===== config.mk =====
export PLATFORM = sky130hd
export DESIGN_NAME = ir_alarm_ctrl
export DESIGN_NICKNAME = d
export VERILOG_FILES = /design/src/rtl/ir_alarm_ctrl.sv
export SDC_FILE = /design/constraint.sdc
export NUM_CORES = 1
export LEC_CHECK = 0
export ABC_AREA = 1
export CAP_MARGIN = 20
export CORE_MARGIN = 2
export CORE_UTILIZATION = 59
export CTS_CLUSTER_SIZE = 28
export DETAILED_ROUTE_END_ITERATION = 7
export MAX_ROUTING_LAYER = met4
export PLACE_DENSITY = 0.84
export REMOVE_ABC_BUFFERS = 1
export SYNTH_ARGS = -nofsm -noshare
export SYNTH_HDL_FRONTEND = slang
export SYNTH_SLANG_ARGS = --single-unit

===== constraint.sdc =====
create_clock -name CLK -period 3 [get_ports CLK]
set_clock_uncertainty 0.15 [all_clocks]
set_input_delay 0.3 -clock CLK [delete_from_list [all_inputs] [get_ports CLK]]
set_output_delay 0.3 -clock CLK [all_outputs]
set_load 0.01 [all_outputs]

===== src/rtl/ir_alarm_ctrl.sv =====
// Multi-channel IR intrusion alarm: per-channel sync + debounce, alarm FSM, pulsed buzzer.
// Define IR_ALARM_LATCH_EN to keep the alarm in HOLD after the hold time expires.
module ir_alarm_ctrl #(
    parameter int N_CH        = 4,
    parameter int DEB_CYCLES  = 4,
    parameter int HOLD_CYCLES = 16,
    parameter int BEEP_HALF   = 8
) (
    input  logic            CLK,
    input  logic            RST,
    input  logic [N_CH-1:0] IR_IN,
    input  logic [N_CH-1:0] CH_EN,
    input  logic            ACK,
    output logic            BUZZER,
    output logic            ALARM,
    output logic [3:0]      ALARM_CH,
    output logic [7:0]      EVT_CNT
);

    localparam int DW = (DEB_CYCLES  > 1) ? $clog2(DEB_CYCLES)  : 1;
    localparam int HW = (HOLD_CYCLES > 1) ? $clog2(HOLD_CYCLES) : 1;
    localparam int BW = (BEEP_HALF   > 1) ? $clog2(BEEP_HALF)   : 1;

    typedef enum logic [1:0] {
        S_IDLE,
        S_ALARM,
        S_HOLD,
        S_MUTED
    } state_t;

    logic [N_CH-1:0] sync1_q, sync2_q;
    logic [N_CH-1:0] deb_q, deb_d;
    logic [DW-1:0]   deb_cnt_q [N_CH];
    logic [DW-1:0]   deb_cnt_d [N_CH];

    state_t          state_q, state_d;
    logic [HW-1:0]   hold_cnt_q, hold_cnt_d;
    logic [BW-1:0]   beep_cnt_q, beep_cnt_d;
    logic            beep_on_q, beep_on_d;
    logic [3:0]      alarm_ch_q, alarm_ch_d;
    logic [7:0]      evt_cnt_q, evt_cnt_d;

    logic [N_CH-1:0] armed;
    logic            detect;
    logic [3:0]      first_ch;

    // NOTE: every register is updated with <=, so all flops sample pre-edge values
    // regardless of statement order; blocking = is reserved for combinational blocks.
    always_ff @(posedge CLK or posedge RST) begin
        if (RST) begin
            sync1_q <= '0;
            sync2_q <= '0;
        end else begin
            sync1_q <= IR_IN;
            sync2_q <= sync1_q;
        end
    end

    // A channel's level flips only after DEB_CYCLES consecutive disagreeing samples.
    always_comb begin
        // NOTE: defaults first so every path assigns every output -- no latches inferred.
        deb_d = deb_q;
        for (int i = 0; i < N_CH; i++) begin
            deb_cnt_d[i] = '0;
            if (sync2_q[i] != deb_q[i]) begin
                if (deb_cnt_q[i] == DW'(DEB_CYCLES - 1))
                    deb_d[i] = sync2_q[i];
                else
                    deb_cnt_d[i] = deb_cnt_q[i] + 1'b1;
            end
        end
    end

    always_ff @(posedge CLK or posedge RST) begin
        if (RST) begin
            deb_q <= '0;
            // NOTE: the counter array is tiny and must restart from zero, so each
            // element is reset explicitly (unlike RAM-style storage, which is not).
            for (int i = 0; i < N_CH; i++)
                deb_cnt_q[i] <= '0;
        end else begin
            deb_q <= deb_d;
            for (int i = 0; i < N_CH; i++)
                deb_cnt_q[i] <= deb_cnt_d[i];
        end
    end

    assign armed  = deb_q & CH_EN;
    assign detect = |armed;

    // Lowest-index armed channel wins; scanning downward leaves the lowest hit last.
    always_comb begin
        first_ch = '0;
        for (int i = N_CH - 1; i >= 0; i--)
            if (armed[i])
                first_ch = 4'(i);
    end

    always_comb begin
        state_d    = state_q;
        hold_cnt_d = hold_cnt_q;
        beep_cnt_d = beep_cnt_q;
        beep_on_d  = beep_on_q;
        alarm_ch_d = alarm_ch_q;
        evt_cnt_d  = evt_cnt_q;

        if (state_q == S_ALARM || state_q == S_HOLD) begin
            if (beep_cnt_q == BW'(BEEP_HALF - 1)) begin
                beep_cnt_d = '0;
                beep_on_d  = ~beep_on_q;
            end else begin
                beep_cnt_d = beep_cnt_q + 1'b1;
            end
        end

        case (state_q)
            S_IDLE: begin
                if (detect) begin
                    state_d    = S_ALARM;
                    alarm_ch_d = first_ch;
                    beep_cnt_d = '0;
                    beep_on_d  = 1'b1;
                    if (evt_cnt_q != 8'hFF)
                        evt_cnt_d = evt_cnt_q + 8'd1;
                end
            end
            S_ALARM: begin
                if (ACK) begin
                    state_d = S_MUTED;
                end else if (!detect) begin
                    state_d    = S_HOLD;
                    hold_cnt_d = HW'(HOLD_CYCLES - 1);
                end
            end
            S_HOLD: begin
                if (ACK) begin
                    state_d = S_MUTED;
                end else if (detect) begin
                    state_d = S_ALARM;
                end else if (hold_cnt_q == '0) begin
`ifdef IR_ALARM_LATCH_EN
                    state_d = S_HOLD;
`else
                    state_d = S_IDLE;
`endif
                end else begin
                    hold_cnt_d = hold_cnt_q - 1'b1;
                end
            end
            S_MUTED: begin
                if (!detect)
                    state_d = S_IDLE;
            end
            default: state_d = S_IDLE;
        endcase
    end

    always_ff @(posedge CLK or posedge RST) begin
        if (RST) begin
            state_q    <= S_IDLE;
            hold_cnt_q <= '0;
            beep_cnt_q <= '0;
            beep_on_q  <= 1'b0;
            alarm_ch_q <= '0;
            evt_cnt_q  <= '0;
        end else begin
            state_q    <= state_d;
            hold_cnt_q <= hold_cnt_d;
            beep_cnt_q <= beep_cnt_d;
            beep_on_q  <= beep_on_d;
            alarm_ch_q <= alarm_ch_d;
            evt_cnt_q  <= evt_cnt_d;
        end
    end

    assign ALARM    = (state_q != S_IDLE);
    assign BUZZER   = (state_q == S_ALARM || state_q == S_HOLD) && beep_on_q;
    assign ALARM_CH = alarm_ch_q;
    assign EVT_CNT  = evt_cnt_q;

endmodule


Yosys cells after proc, flatten, opt, wreduce, memory -nomap -nowiden:

Cells that the tools add are included.

* bits in read-only memories: 0
* register bits: 42
* memories kept: 0
* memory bits (writable): 0
* logic and storage cells: 96
* bits in latches: 0

* bitwise operators: 2
* equality and inequality tests: 22
* reduce and logical (&&, ||, !) cells: 15
* div/mod/pow operators: 0
* magnitude comparators: 0
* multipliers: 0
* multiplexer cells: 34
* shifts and indexed selects: 0
* add/subtract/negate cells: 7

Operator list (count)
* $mux 2: 16
* $mux 4: 8
* $ne 2x2->1 const B: 7
* $eq 2x2->1 const B: 6
* $mux 3: 4
* $reduce_and 2->1: 5
* $add 2x1->2 const B: 4
* $add 8x1->8 const B: 1
* $ne 8x8->1 const B: 1
* $pmux 2 s4: 1
* $pmux 4 s2: 1
* $reduce_and 6->1: 1
* $and 4x4->4: 1
* $logic_not 4->1: 1
* $mux 1: 4
* $ne 1x1->1: 4
* $ne 4x3->1 const B: 1
* $reduce_and 4->1: 1
* $reduce_bool 2->1: 2
* $reduce_or 4->1: 1
* $sub 4x1->4 const B: 1
* $add 3x1->3 const B: 1
* $eq 3x3->1 const B: 1
* $ne 3x3->1 const B: 1
* other kinds (6): 6

Depth between registers and ports, before layout:

Gate-level depths: netlist of the first run.

* depth after elaboration: 5
* mapped depth: 9
* depth with buffers taken out: 9

Least setup slack after synthesis of the first run:

OpenSTA, ideal clock, no wires.

* path kind: register to register
* from: register evt_cnt_q[0], in the netlist EVT_CNT[0]
* to: register evt_cnt_q[3], in the netlist EVT_CNT[3]
* data required time: 2.730 ns
* slack: 1.471 ns
* cell stages (with the launch flop): 9
* clock period less this slack: 1.529 ns
* arrival: 1.259 ns
* path buffers: 0
* path through: dfrtp_1 > ha_1 > nand2_1 > nor2_2 > nand4_2 > nand2_4 > inv_4 > nand2_1 > o21ai_2

* word-level cells in the longest chain between the ends: 2
* elaborated cells on any way between the ends: 3

RTL lines
* from (decl): RTL line 41 `logic [7:0] evt_cnt_q, evt_cnt_d;`
* from (signal assigned): RTL line 172 `evt_cnt_q <= evt_cnt_d;`
* parallel branches: the longest is 2 deep, another holds $add 8x1->8

Parallel ways; which one is timed is not known.
A chain may end at the register's enable or synchronous reset.

Final worst setup path of the first run:

* from: register state_q[1]
* to: output port ALARM

* word-level cells in the longest chain between the ends: 1

RTL lines
* from (decl): RTL line 36 `state_t state_q, state_d;`
* from (signal assigned): RTL line 167 `state_q <= state_d;`
* $reduce_bool 2->1: RTL line 176 `assign ALARM = (state_q != S_IDLE);`
* to (decl): RTL line 15 `output logic ALARM,`

Every way passes these cells.

==> results of run 1 <==
[state kept, by name, indices dropped and copies added, names as in the netlist]
name and flops:
EVT_CNT 8, deb_cnt_q 8, deb_q 4, hold_cnt_q 4, sync1_q 4, sync2_q 4, beep_cnt_q 3, ALARM_CH 2
state_q 2, beep_on_q 1
[worst max path at each step]
stage	from	to	slack, ns	cells after the start
floorplan	EVT_CNT[0]	EVT_CNT[3]	1.47	8
global placement	state_q[1]	ALARM	1.10	4
detailed placement	state_q[1]	ALARM	1.01	4
CTS	state_q[1]	ALARM	0.60	4
global route	state_q[1]	ALARM	0.53	4
finish	state_q[1]	ALARM	0.64	4
[power breakdown]
group	internal (mW)	switching [mW]	total [mW]
logic	0.447	0.564	1.01
clock network	0.112	0.166	0.277
registers	0.718	0.149	0.867
total	1.28	0.879	2.16
[layout by cell type (no fill, tap or decap), drive strengths merged]
master | synthesis | routed
a21oi | 8 | 8
buf | 2 | 2
clkbuf | 0 | 6
clkdlybuf4s50 | 0 | 22
clkinv | 0 | 2
conb | 1 | 2
dfrtp | 40 | 40
ha | 13 | 13
inv | 24 | 24
mux2 | 4 | 4
nand2 | 53 | 53
nand3 | 9 | 9
nand4 | 3 | 3
nor2 | 17 | 17
nor3 | 5 | 5
o21ai | 11 | 11
or2 | 1 | 1
xnor2 | 9 | 9
xor2 | 4 | 4
[metrics by stage]
stage	utilization (%)	worst slack [ns]	cell area [µm²]	power, mW
after global placement	68.88	1.097	2262	1.852
after detailed placement	68.88	1.012	2262	1.903
after global routing	70.74	0.5285	2323	2.370
after floorplan	-	1.471	1969	1.584
final	70.74	0.6407	2323	2.155
after CTS	70.74	0.6047	2323	2.185
[critical path: stages (launching register included)]
cell and delay, ns:
dfrtp_1 0.44, inv_1 0.11, ha_1 0.21, inv_1 0.22, clkdlybuf4s50_1 0.59
[metal layers]
layer / routed length (µm) / track usage, % / vias to the layer above
li1: - / - / 706
met1: 1472 / 25.28 / 640
met2: 1478 / 31.40 / 32
met3: 142 / 6.625 / 10
met4: 65 / 7.599 / 0
met5: 0 / - / -
[logic make-up (layout without fill, tap and decap cells)]
family,Yosys count,count (layout),share of synthesized area (%)
flops,40,40,50.54
simple gates,88,88,22.43
other cells,1,2,0.1893
mux,4,4,2.274
fa+ha+maj,13,13,8.212
compound gates,19,19,5.180
buf+inv,26,56,5.433
xor+xnor,13,13,5.749
[cell type report]
cell class	count	area [µm²]
inverter	24	92.59
clock buffer	6	51.30
fill	258	960.9
tap	46	57.56
timing repair buffer	24	235.2
sequential	40	1001
multi-input combinational	139	875.8
clock inverter	2	10.01
==> results.py, run 1 <==
metrics = {
    "global_route": {
        "overflow": 0,
        "grt_usage_pct": 20.43,
        "first_global_vias": 1282,
        "grt_first_pass_wirelength_um": 5430,
        "antenna_found_initial": 0,
        "grt_start_max_net_pins": 20,
    },
    "timing": {
        "hold_viol_final": 0,
        "setup_violations": 0,
        "rsz0062_at_grt": "false",
        "finalMaxSlewViolations": 0,
        "fin_crit_sh_pct": 78.64,
        "max_freq_ghz": 0.4238,
        "fin_crit_ns": 2.359,
        "hold_ws_ns": 0.03951,
        "fin_tns_setup_ns": 0,
    },
    "clock_network": {
        "cts_setup_buffers": 0,
        "cts.sinks": 40,
        "cts_root_buffer": "clkbuf_4",
        "tritoncts": "done",
        "clk_path_buf_depth": 2,
        "cts_hold_buf": 0,
        "post_cts_resized": 0,
        "htreeDepth": 2,
        "path_clk_slew_ns": 0.11,
        "cts_inserted_buffers": 5,
        "clk_latency_ns": 0.34,
    },
    "detailed_routing": {
        "drcViolationCount": 0,
        "drt_iter0_markers": 76,
        "avgViaCountPerCell": 4.940,
        "firstDrtPassIters": 4,
        "wl_um": 3159,
        "wl_per_cell_um": 11.24,
        "ant_nets": 0,
        "num_vias": 1388,
    },
    "synth": {
        "async_flop_share_pct": 100.0,
        "yosysMostFrequentCell": "nand2_1",
        "yosysTopAreaCell": "dfrtp_1",
        "syn_inst": 204,
        "syn_avg_cell_area_um2": 9.709,
        "ys_seq_area_share_pct": 50.54,
        "yosysTopAreaCellShare_pct": 50.54,
        "synth_seq_cells": 40,
        "ys.flop_type": "dfrtp_1",
        "synth_area_mm2": 0.001981,
        "ys_warn_count": 0,
        "synth_area_leaders": "dfrtp_1 (51%), nand2_1 (9.3%), ha_1 (8.2%), inv_1 (4.4%), xnor2_1 (4.0%)",
        "ys_types": 25,
        "synth-edff-count": 0,
        "synth_commonest_cells": "nand2_1 (49), dfrtp_1 (40), inv_1 (23)",
    },
    "die": {
        "die-area_mm2": 0.003837,
        "ios": 25,
        "core_mm2": 0.003284,
        "die_y_um": 61.94,
        "core.rowCount": 21,
        "start_util_pct": 60.30,
        "die_w_um": 61.94,
    },
    "placed_design": {
        "port_buffers": 22,
        "dp.cells": 273,
        "globalplace.congestion": 0.7712,
        "place_hpwl_um": 2503,
    },
    "min_path": {
        "holdCritPathClass": "input pin to async pin",
    },
    "cells_and_area": {
        "layout-drive-gt1-share_pct": 11.91,
        "nets": 258,
        "stdcell_count": 281,
        "synthToLayoutAreaGrowth_pct": 17.31,
        "diodes": 0,
    },
    "setup_path": {
        "endpoint_kind": "output pin",
        "arrival_ns": 1.91,
        "worst-setup-path-type": "register to output pin",
        "ff2ff_path_depth": 8,
        "required_ns": 2.55,
        "r2r-end": "EVT_CNT[3]",
        "cp_max_fo": 6,
        "rrSetupSlack_ns": 1.35,
        "worstReg2RegStart": "state_q[0]",
        "critPathLaunchType": "register",
    },
    "pwr": {
        "p_per_area_mw_per_mm2": 927.6,
        "ir_drop_mv": 0.4757,
        "p_leak_nw": 1.150,
    },
    "flow_run": {
        "maxCapViolations": 0,
    },
    "run_status": {
        "status": "complete, no violations",
    },
}
No activity file was read; power rests on OpenSTA's default activity.
==> run 2, diff against run 1 <==
--- a/config.mk
+++ b/config.mk
@@ -8,11 +8,11 @@
 export ABC_AREA = 1
 export CAP_MARGIN = 20
 export CORE_MARGIN = 2
-export CORE_UTILIZATION = 59
+export CORE_UTILIZATION = 49
 export CTS_CLUSTER_SIZE = 28
 export DETAILED_ROUTE_END_ITERATION = 7
 export MAX_ROUTING_LAYER = met4
-export PLACE_DENSITY = 0.84
+export PLACE_DENSITY = 0.75
 export REMOVE_ABC_BUFFERS = 1
 export SYNTH_ARGS = -nofsm -noshare
 export SYNTH_HDL_FRONTEND = slang
==> constraint.sdc (replaced) <==
create_clock -name CLK -period 2 [get_ports CLK]
set_clock_uncertainty 0.15 [all_clocks]
set_input_delay 0.2 -clock CLK [delete_from_list [all_inputs] [get_ports CLK]]
set_output_delay 0.2 -clock CLK [all_outputs]
set_load 0.01 [all_outputs]
==> run 2 against run 1 <==
Net effect: global-route usage shrank 3.7 points; largest cell class unchanged; largest power group unchanged; total power is 62% higher; critical endpoint unchanged; sequential power is 48% higher; highest routed layer unchanged; sequential cell count did not move.
==> results.py, run 2 (same netlist as run 1, synthesis figures left out) <==
metrics = {
    "cells_and_area": {
        "synthToLayoutAreaGrowth_pct": 21.23,
        "diodes": 0,
        "final_cell_mix": "nand2_1 (49), dfrtp_1 (40), inv_1 (23)",
        "layout-drive-gt1-share_pct": 12.66,
        "nets": 260,
        "layout_commonest_cell": "nand2_1",
        "stdcell_count": 287,
    },
    "die": {
        "core_mm2": 0.003943,
        "die_y_um": 67.58,
        "start_util_pct": 50.24,
        "core.rowCount": 23,
        "ios": 25,
        "die-area_mm2": 0.004566,
        "die_w_um": 67.58,
    },
    "pwr": {
        "p_per_area_mw_per_mm2": 1456,
        "ir_drop_mv": 0.8206,
        "p_leak_nw": 1.180,
    },
    "clock_network": {
        "cts_root_buffer": "clkbuf_8",
        "clk_path_buf_depth": 2,
        "cts_inserted_buffers": 5,
        "cts.sinks": 40,
        "path_clk_slew_ns": 0.08,
        "cts_hold_buf": 0,
        "clk_latency_ns": 0.29,
        "tritoncts": "done",
        "htreeDepth": 2,
    },
    "timing": {
        "setup_violations": 0,
        "hold_viol_final": 0,
        "finalMaxSlewViolations": 0,
        "rsz0062_at_grt": "false",
        "fin_crit_sh_pct": 95.25,
        "fin_crit_ns": 1.905,
        "max_freq_ghz": 0.5249,
        "fin_tns_setup_ns": 0,
    },
    "detailed_routing": {
        "drt_iter0_markers": 29,
        "num_vias": 1391,
        "avgViaCountPerCell": 4.847,
        "wl_um": 3053,
        "drcViolationCount": 0,
        "ant_nets": 0,
        "wl_per_cell_um": 10.64,
        "firstDrtPassIters": 4,
    },
    "setup_path": {
        "worst-setup-path-type": "register to output pin",
        "endpoint_kind": "output pin",
        "cp_slowest_cell": "clkdlybuf4s50_1",
        "path_delay_family": "buffers and inverters",
        "required_ns": 1.65,
        "path_buf_inv": 3,
        "critPathLaunchType": "register",
        "cp_max_fo": 4,
        "worstPathCellList": "inv_1 > ha_4 > inv_1 > clkdlybuf4s50_1",
        "max_stage_delay_ns": 0.54,
        "crit_path_frequent_cell": "inv_1",
        "arrival_ns": 1.55,
    },
    "min_path": {
        "holdCritPathClass": "input pin to async pin",
    },
    "global_route": {
        "overflow": 0,
        "grt_first_pass_wirelength_um": 5444,
        "first_global_vias": 1315,
        "grt_start_max_net_pins": 41,
        "grt_usage_pct": 16.77,
        "antenna_found_initial": 0,
    },
    "run_status": {
        "status": "complete, no violations",
    },
    "placed_design": {
        "globalplace.congestion": 0.8197,
        "port_buffers": 22,
        "dp.cells": 277,
        "place_hpwl_um": 2246,
    },
    "flow_run": {
        "maxCapViolations": 0,
    },
}
==> run 2: cell count changes in the layout (fill, tap and decap cells not counted) <==
cell	previous run	this run
clkbuf_4	5	0
clkbuf_8	1	5
buf_4	2	4
bufinv_16	0	1
clkbuf_1	0	1
clkdlybuf4s50_1	22	21
clkinv_2	2	1
dlygate4sd2_1	0	1
ha_1	13	12
ha_4	0	1
==> run 2: path summary, 6_finish.rpt <==
path,to,depth (start not counted),slack (ns),startpoint
max,ALARM,4,0.1,state_q[0]
min,EVT_CNT[4],3,0.17,RST
max reg2reg,hold_cnt_q[2],6,0.35,state_q[1]
min reg2reg,sync2_q[3],0,0.20,sync1_q[3]
max in group asynchronous,deb_q[3],3,1.19,RST
min in group CLK,sync1_q[2],1,0.19,IR_IN[2]
==> run 2: stage by stage <==
step                hold WS [ns]  setup WS, ns  area, µm²  util, %  power (mW)
finish                    0.1696       0.09503       2401    60.90       3.496
floorplan                0.08143        0.4713       1969        -       2.376
global route              0.1805       0.03946       2401    60.90       3.818
global placement          0.1844        0.2041       2267    57.51       2.800
detailed placement        0.1865        0.1900       2267    57.51       2.844
CTS                       0.1892        0.1155       2401    60.90       3.540
==> run 2: routing by layer <==
| metal | part of all wire, % | track usage (%) | vias up |
|---|---|---|---|
| li1 | - | - | 710 |
| met1 | 44 | 18.54 | 657 |
| met2 | 49 | 28.19 | 19 |
| met3 | 4.4 | 5.000 | 5 |
| met4 | 1.7 | 6.888 | 0 |
| met5 | 0 | - | - |
==> run 2: timing repair <==
item | in CTS | in global routing
endpoints found under the hold margin | 0 | 0
setup buffers | 2 | 0
gates resized for setup | 2 | 0
endpoints found under the setup margin | 2 | 0
==> run 2: power breakdown <==
part	switching (mW)	leakage [nW]	total [mW]	internal (mW)
Sequential	0.205	0.489	1.28	1.08
Combinational	0.855	0.635	1.57	0.716
Clock	0.271	0.0552	0.641	0.370
Total	1.33	1.18	3.50	2.17
==> run 2: worst min-delay path, cell delays in order <==
cell,delay [ns]
clkdlybuf4s50_1,0.40
inv_1,0.05
buf_4,0.41
==> run 2: final cells by class <==
cell class	instances	area, µm²
flip-flops and latches	40	1001
repair buffers	26	249.0
fillers	317	1541
clock buffers	6	72.57
clock inverters	2	35.03
multi-input cells	139	888.4
inverters	24	92.59
well taps	50	62.56
